## config.mk

```make
export PLATFORM = sky130hd
export DESIGN_NAME = program_loader
export DESIGN_NICKNAME = d
export VERILOG_FILES = /design/src/rtl/program_loader_pkg.sv /design/src/rtl/program_loader_word_assembler.sv /design/src/rtl/program_loader.sv
export SDC_FILE = /design/constraint.sdc
export NUM_CORES = 1
export LEC_CHECK = 0
export ABC_AREA = 1
export BUFFER_PORTS_ARGS = -buffer_cell sky130_fd_sc_hd__buf_2
export CELL_PAD_IN_SITES_DETAIL_PLACEMENT = 1
export CELL_PAD_IN_SITES_GLOBAL_PLACEMENT = 1
export CORE_MARGIN = 2
export CORE_UTILIZATION = 40
export DETAILED_ROUTE_END_ITERATION = 16
export PLACE_DENSITY_LB_ADDON = 0.1
export SYNTH_ARGS = -nofsm -noshare
export SYNTH_HDL_FRONTEND = slang
export SYNTH_SLANG_ARGS = --single-unit
```

## constraint.sdc

```tcl
create_clock -name clk -period 3.6 [get_ports clk]
set_input_delay 0.54 -clock clk [delete_from_list [all_inputs] [get_ports clk]]
set_output_delay 0.54 -clock clk [all_outputs]
set_load 0.02 [all_outputs]
```

## src/rtl/program_loader_pkg.sv

```systemverilog
// Shared constants and state encoding for the instruction-memory program loader.
// The loader FSM and the word assembler both import this package.
package program_loader_pkg;

    localparam logic [7:0] SYNC_BYTE       = 8'hA5;
    localparam logic [1:0] LAST_BYTE_INDEX = 2'd3;

    typedef enum logic [2:0] {
        ST_IDLE  = 3'd0,
        ST_LEN   = 3'd1,
        ST_DATA  = 3'd2,
        ST_WRITE = 3'd3,
        ST_CHK   = 3'd4,
        ST_DONE  = 3'd5,
        ST_ERROR = 3'd6
    } loader_state_t;

endpackage

```

## src/rtl/program_loader_word_assembler.sv

```systemverilog
// Packs incoming bytes MSB-first into a 32-bit word and flags the byte that completes it.
// A sync byte clears any partially assembled word.
module word_assembler
    import program_loader_pkg::*;
(
    input  logic        i_clk,
    input  logic        i_reset,
    input  logic        i_clear,
    input  logic        i_shiftEn,
    input  logic [7:0]  i_byte,
    output logic [31:0] o_word,
    output logic        o_wordReady
);

    logic [31:0] r_shift;
    logic [1:0]  r_index;

    always_ff @(posedge i_clk or posedge i_reset) begin
        if (i_reset) begin
            r_shift <= 32'd0;
            r_index <= 2'd0;
        end else if (i_clear) begin
            r_shift <= 32'd0;
            r_index <= 2'd0;
        end else if (i_shiftEn) begin
            r_shift <= {r_shift[23:0], i_byte};
            r_index <= r_index + 2'd1;
        end
    end

    // High during the cycle whose accepted byte completes the word.
    assign o_wordReady = i_shiftEn && (r_index == LAST_BYTE_INDEX);
    assign o_word      = r_shift;

endmodule

```

## src/rtl/program_loader.sv

```systemverilog
// Receives a framed program image over a valid/ready byte stream, writes big-endian words
// to sequential instruction-memory addresses and stalls the CPU until a good checksum arrives.
module program_loader
    import program_loader_pkg::*;
#(
    parameter int ADDR_WIDTH = 8
) (
    input  logic                  clk,
    input  logic                  reset,
    input  logic                  byteValid,
    input  logic [7:0]            byteData,
    output logic                  byteReady,
    output logic                  memWrite,
    output logic [ADDR_WIDTH-1:0] memAddress,
    output logic [31:0]           memWriteData,
    output logic                  cpuHold,
    output logic                  loadDone,
    output logic                  loadError,
    output logic [ADDR_WIDTH-1:0] wordCount
);

    loader_state_t         r_state;
    loader_state_t         w_nextState;
    logic                  r_running;
    logic [ADDR_WIDTH-1:0] r_memAddress;
    logic [ADDR_WIDTH-1:0] r_wordCount;
    logic [7:0]            r_wordsLeft;
    logic [7:0]            r_checksum;
    logic                  w_accept;
    logic                  w_waitingForSync;
    logic                  w_syncStart;
    logic                  w_shiftEn;
    logic                  w_wordReady;
    logic [7:0]            w_checkSum;

    // r_running keeps byteReady low until the first edge after reset release.
    assign byteReady        = r_running && (r_state != ST_WRITE);
    assign w_accept         = byteValid && byteReady;
    assign w_waitingForSync = (r_state == ST_IDLE) || (r_state == ST_DONE) || (r_state == ST_ERROR);
    assign w_syncStart      = w_accept && w_waitingForSync && (byteData == SYNC_BYTE);
    assign w_shiftEn        = w_accept && (r_state == ST_DATA);
    assign w_checkSum       = r_checksum + byteData;

    word_assembler u_wordAssembler (
        .i_clk       (clk),
        .i_reset     (reset),
        .i_clear     (w_syncStart),
        .i_shiftEn   (w_shiftEn),
        .i_byte      (byteData),
        .o_word      (memWriteData),
        .o_wordReady (w_wordReady)
    );

    always_ff @(posedge clk or posedge reset) begin
        if (reset) begin
            r_state <= ST_IDLE;
        end else begin
            r_state <= w_nextState;
        end
    end

    always_comb begin
        w_nextState = r_state;
        memWrite    = 1'b0;
        cpuHold     = 1'b1;
        loadDone    = 1'b0;
        loadError   = 1'b0;
        case (r_state)
            ST_IDLE: begin
                if (w_syncStart) w_nextState = ST_LEN;
            end
            ST_LEN: begin
                if (w_accept) w_nextState = (byteData == 8'd0) ? ST_ERROR : ST_DATA;
            end
            ST_DATA: begin
                if (w_wordReady) w_nextState = ST_WRITE;
            end
            ST_WRITE: begin
                memWrite    = 1'b1;
                w_nextState = (r_wordsLeft == 8'd1) ? ST_CHK : ST_DATA;
            end
            ST_CHK: begin
                if (w_accept) w_nextState = (w_checkSum == 8'd0) ? ST_DONE : ST_ERROR;
            end
            ST_DONE: begin
                cpuHold  = 1'b0;
                loadDone = 1'b1;
                if (w_syncStart) w_nextState = ST_LEN;
            end
            ST_ERROR: begin
                loadError = 1'b1;
                if (w_syncStart) w_nextState = ST_LEN;
            end
            default: w_nextState = ST_IDLE;
        endcase
    end

    // Address, word count and checksum restart on every accepted frame sync.
    always_ff @(posedge clk or posedge reset) begin
        if (reset) begin
            r_running    <= 1'b0;
            r_memAddress <= '0;
            r_wordCount  <= '0;
            r_wordsLeft  <= 8'd0;
            r_checksum   <= 8'd0;
        end else begin
            r_running <= 1'b1;
            if (w_syncStart) begin
                r_memAddress <= '0;
                r_wordCount  <= '0;
                r_checksum   <= 8'd0;
            end
            if (w_accept && (r_state == ST_LEN)) begin
                r_wordsLeft <= byteData;
            end
            if (w_shiftEn) begin
                r_checksum <= w_checkSum;
            end
            if (r_state == ST_WRITE) begin
                r_memAddress <= r_memAddress + ADDR_WIDTH'(1);
                r_wordCount  <= r_wordCount + ADDR_WIDTH'(1);
                r_wordsLeft  <= r_wordsLeft - 8'd1;
            end
        end
    end

    assign memAddress = r_memAddress;
    assign wordCount  = r_wordCount;

endmodule
```

# Yosys cells after proc, flatten, opt, wreduce, memory -nomap -nowiden
# Cells that the tools add are included.
[word_totals] regBits=70 output_inout_bits=53 inputBits=11
[classes] add_sub_neg=5 eq_ne=14 n_reduce_logical=17 n_mux=22
[ops] cell="$mux W32" n=2
[ops] cell="$mux W8" n=6
[ops] cell="$mux W3" n=6
[ops] cell="$add A8 B1 Y8 const B" n=2
[ops] cell="$logic_not A8 Y1" n=2
[ops] cell="$pmux W3 S5" n=1
[ops] cell="$eq A3 B3 Y1 const B" n=3
[ops] cell="$add A8 B8 Y8" n=1
[ops] cell="$eq A8 B1 Y1 const B" n=1
[ops] cell="$eq A8 B8 Y1 const B" n=1
[ops] cell="$sub A8 B1 Y8 const B" n=1
[ops] cell="$logic_and A1 B1 Y1" n=7
[ops] cell="$eq A3 B2 Y1 const B" n=2
[ops] cell="$mux W2" n=3
[ops] cell="$reduce_bool A2 Y1" n=3
[ops] cell="$mux W1" n=4
[ops] cell="$ne A2 B1 Y1 const B" n=2
[ops] cell="$ne A2 B2 Y1 const B" n=2
[ops] cell="$reduce_and A4 Y1" n=1
[ops] cell="$eq A3 B1 Y1 const B" n=1
[ops] cell="$logic_not A3 Y1" n=1
[ops] cell="$ne A3 B2 Y1 const B" n=1
[ops] cell="$reduce_or A3 Y1" n=1
[ops] cell="$add A2 B1 Y2 const B" n=1
[ops] cell="2 further kinds" n=3

# Logic depth before layout (Yosys ltp)
[logic_depth] word_depth=7 mapped_depth=14

# Hierarchy
# Synthesis repeated with hierarchy kept, for this count alone.
[hier_totals] cells_unflattened=472 hier_area_um2=3956.3
[modules_own_cells] module="program_loader" cells_per_inst=319 area_each_um2=2417.3 seq_area_each_um2=900.9 instances=1
[modules_own_cells] module="word_assembler" cells_per_inst=153 area_each_um2=1539.0 seq_area_each_um2=850.8 instances=1

# Least setup slack after synthesis
# Ideal clock, no wire load.
[synth_timing] path_kind="input-to-reg" from="input port byteData[0]" to="register r_state[1]" setup_ps=116 t_arrival_ps=1857 t_required_ps=3484 path_buffers=0 path_stages=14 slack_ps=1626 cell_sequence="ha_1 -> fa_1 -> nand2_1 -> nand2_1 -> nand3b_1 -> nand2_1 -> nand2_1 -> nand2_1 -> nor2_1 -> nand2_1 -> nand2_1 -> nand2_1 -> nand2_1 -> nand2_1"
[synth_via] elab_chain_cells=5
[synth_rtl] element="from (decl)" line="program_loader.sv:11" text="input logic [7:0] byteData,"
[synth_rtl] element="$add A8 B8 Y8" line="program_loader.sv:42" text="assign w_checkSum = r_checksum + byteData;"
[synth_rtl] element="$logic_not A8 Y1" line="program_loader.sv:83" text="if (w_accept) w_nextState = (w_checkSum == 8'd0) ? ST_DONE : ST_ERROR;"
[synth_rtl] element="$mux W2" line="program_loader.sv:83"
[synth_rtl] element="$mux W3" line="program_loader.sv:83"
[synth_rtl] element="$pmux W3 S5" line="program_loader.sv:68" text="case (r_state)"
[synth_rtl] element="to (signal assigned)" line="program_loader.sv:58" text="r_state <= w_nextState;"
[synth_rtl] element="to (decl)" line="program_loader.sv:22" text="loader_state_t r_state;"
# Parallel ways exist; a longest one is shown, timed or not. The select of a mux whose other input is x is not followed.
# A chain may end at the register's enable or synchronous reset.

# Final worst setup path
[layout_timing] from="register r_state[0]" to="register r_checksum[6]"
[layout_via] elab_chain_cells=6
[layout_rtl] element="$ne A3 B2 Y1 (tied with other cells)" line="program_loader.sv:37" text="assign byteReady = r_running && (r_state != ST_WRITE);"
[layout_rtl] element="$logic_and A1 B1 Y1 / $logic_or A1 B1 Y1 (equally long branches)" line="program_loader.sv:37, program_loader.sv:39"
[layout_rtl] element="$logic_and A1 B1 Y1 / $logic_or A1 B1 Y1 (equally long branches)" line="program_loader.sv:38, program_loader.sv:39"
[layout_rtl] element="$logic_and A1 B1 Y1 (2 in a row)" line="program_loader.sv:40" text="assign w_syncStart = w_accept && w_waitingForSync && (byteData == SYNC_BYTE);"
[layout_rtl] element="$reduce_bool A2 Y1 (no line)"
[layout_rtl] element="to (signal assigned)" line="program_loader.sv:117" text="r_checksum <= w_checkSum;"
[layout_rtl] element="to (decl)" line="program_loader.sv:28" text="logic [7:0] r_checksum;"
# Parallel ways exist; a longest one is shown, timed or not.

==> summary.txt <==
Clocking
  • Post-CTS Hold Buffers: 0
  • CTS tree: built
  • Clock buffer count from CTS: 9
  • Clock-pin slew on the worst setup and hold paths: 0.09 ns
  • Clock Tree Buf Depth: 2
  • Post-cts sizing count: 0
  • Post-CTS Setup Inserts: 0
  • Clk sinks: 70
  • Root Buffer: clkbuf_8
  • Clock latency on the worst-skew pair: 0.36 ns
  • # H-tree levels: 3

Critical path
  • Worst setup SP type: flop
  • Worst endpoint data arrival time: 2.48 ns
  • Delay-heaviest family, CP: simple AND/OR/NAND/NOR gates
  • CP Cell Sequence: inv_1 > nand3_2 > nor2_8 > inv_2 > nand2_4 > inv_4 > a22o_1
  • CP required: 3.84 ns
  • Largest stage delay, worst path: 0.43 ns
  • Crit-path max FO: 28
  • WS Path Type: flop to flop
  • WP buf/inv: 3
  • Slowest-stage cell, CP: dfrtp_1
  • CP Capture Type: flop

GRT
  • Total track usage: 0.215
  • First-pass GRT wire length: 16700 µm
  • Number of global-route vias before repair: 3320
  • Overflow after GRT: 0
  • Antenna violations before repair: 0
  • Largest net degree at the start of global routing: 29

Job
  • Max-cap violations: 0

Worst hold path
  • Hold Crit Class: input pin to async pin

Synth
  • Register area share after synthesis: 0.477
  • Synth Cell Area: 3670 µm²
  • EDFF count, synth: 0
  • Count of different cell masters after synthesis: 41
  • Yosys warning count: 0
  • Post-synth top flop: dfrtp_1
  • Post-Syn Nets: 463
  • Cells after synthesis: 439
  • Syn_area_per_cell: 8.37 µm²
  • Asr flop ratio synth: 1.00
  • Synthesis-stage register bit count: 70

Detailed routing
  • Vias/cell: 5.23
  • WL/cell: 16.3 µm
  • Vias: 3221
  • DRC viols: 0
  • WL final: 10000 µm
  • Final ANT Viol Nets: 0
  • DR iter-0 viols: 83
  • Pre-Repair DR Iteration Count: 4

Timing
  • Period utilization: 0.622
  • Layout Skew: 0.0105 ns
  • Final setup vio count: 0
  • Worst slew margin: 0.540
  • Highest clock rate: 446 MHz
  • Slew @ Worst Pin: 0.689 ns
  • Final WS setup: 1.36 ns
  • Final Max Slew Viols: 0
  • Fin. Hold Viols: 0
  • Final Critical Period: 2.24 ns
  • Setup TNS: 0 ns
  • RSZ-0062 raised after global routing: false

Pwr
  • Power share of the combinational group: 0.477
  • Post-route total power: 0.00397 W
  • Leakage power figure: 2.20 nW
  • Net Sw Frac: 0.469
  • Max IR drop VDD: 476 µV
  • Psw: 0.00186 W
  • Internal: 0.00211 W
  • P per Cell Area: 927 nW/µm²
  • Sequential share of power: 0.354
  • Part of the power in the clock network: 0.168

Final layout
  • Net count reported at finish: 527
  • Final std cells w/o fill: 616
  • Most common library cell in the layout ignoring fill and taps: nand2_1
  • Share of layout cells above drive strength 1: 0.197
  • Design Area, Final: 4280 µm²
  • Syn-to-layout area delta: 16.5%
  • Antenna Cells: 0
  • Most frequent cells in the layout: 76 x nand2_1, 70 x dfrtp_1, 68 x inv_1

Placed design
  • Post-place instance area: 4080 µm²
  • Post-Place Cells: 600
  • Port buffer count: 63
  • Pre-CTS setup slack: 1.26 ns
  • Gp weighted congestion: 0.788
  • DP Wirelength: 7210 µm

Floorplanning
  • # rows: 34
  • DIE WIDTH: 99.8 µm
  • Initial Utilization: 0.417
  • CORE AREA: 8810 µm²
  • Die ar.: 9970 µm²
  • Die Y: 99.8 µm
  • Ports: 64

Outcome
  • Outcome: finished clean
-- cell usage after synthesis (5+ instances only) --
cell type	n	area [µm²]
nand3_1	36	180
o21ai_1	22	110
dfrtp_1	70	1750
o21ai_0	22	110
nand4_1	6	37.5
buf_2	8	40.0
xor2_1	6	52.6
o22ai_1	13	81.3
nor2_1	28	105
inv_1	69	259
nand2_1	76	285
a21oi_1	25	125
a22o_1	5	43.8
ha_1	12	150
-- metrics by stage --
stage          hold WS, ns  utilization
2_1_floorplan        0.463            -
3_3_place_gp         0.475        0.463
3_5_place_dp         0.485        0.463
4_1_cts              0.243        0.486
5_1_grt              0.272        0.486
6_report             0.230        0.486
-- worst paths after layout --
check	startpoint	endpoint	slack [ns]	cells after the start
setup / recovery	r_state[0]$_DFFE_PP0P_	r_checksum[6]$_DFFE_PP0P_	1.36	7
hold reg to reg	u_wordAssembler.o_word[26]$_DFFE_PP0P_	u_wordAssembler.o_word[26]$_DFFE_PP0P_	0.50	2
max in group asynchronous	reset	u_wordAssembler.o_word[3]$_DFFE_PP0P_	2.61	3
setup reg to reg	r_state[0]$_DFFE_PP0P_	r_checksum[6]$_DFFE_PP0P_	1.36	7
min in group clk	byteData[3]	u_wordAssembler.o_word[3]$_DFFE_PP0P_	0.49	3
hold / removal	reset	u_wordAssembler.o_word[13]$_DFFE_PP0P_	0.23	2
-- flip-flops by register name, summed over array words and instances, names as in the netlist --
signal / count
memAddress: 8
r_checksum: 8
r_running: 1
r_state: 3
r_wordsLeft: 8
u_wordAssembler.o_word: 32
u_wordAssembler.r_index: 2
wordCount: 8
-- cell type report --
class	count	area [µm²]
tap	108	135
multi-input combinational	284	1580
clock inverter	7	80.1
sequential	70	1750
timing repair buffer	66	338
inverter	72	273
clock buffer	9	124
fill	1118	4530
-- layer usage --
layer  global-route usage  vias up  part of all wire
met4               0.0622        0             0.015
met5                    0        -                 0
met1                0.279     1566              0.45
li1                     -     1573                 -
met2                0.355       68              0.49
met3               0.0564       14             0.045
-- cell families after synthesis --
kind of cell	count (synthesis)	synth area share
XOR/XNOR	8	0.0191
AO/OA/AOI/OAI	98	0.153
other	1	0.00102
adder cells (fa/ha/maj)	13	0.0463
AND/OR/NAND/NOR	164	0.210
flip-flops	70	0.477
buffers and inverters	85	0.0937
-- worst reg2reg max path, cell delays in order (launching register included) --
cell,delay [ns]
dfrtp_1,0.43
inv_1,0.18
nand3_2,0.18
nor2_8,0.38
inv_2,0.28
nand2_4,0.31
inv_4,0.15
a22o_1,0.21
-- power by group through the flow --
stage                     logic [W]  registers (W)  clock network, W
final                       0.00189        0.00140          0.000668
after floorplan             0.00107        0.00167                 0
after global routing        0.00214        0.00146          0.000713
after detailed placement    0.00192        0.00141                 0
after CTS                   0.00193        0.00141          0.000686
after global placement      0.00186        0.00141                 0
Power figures use the tool's default switching activity.
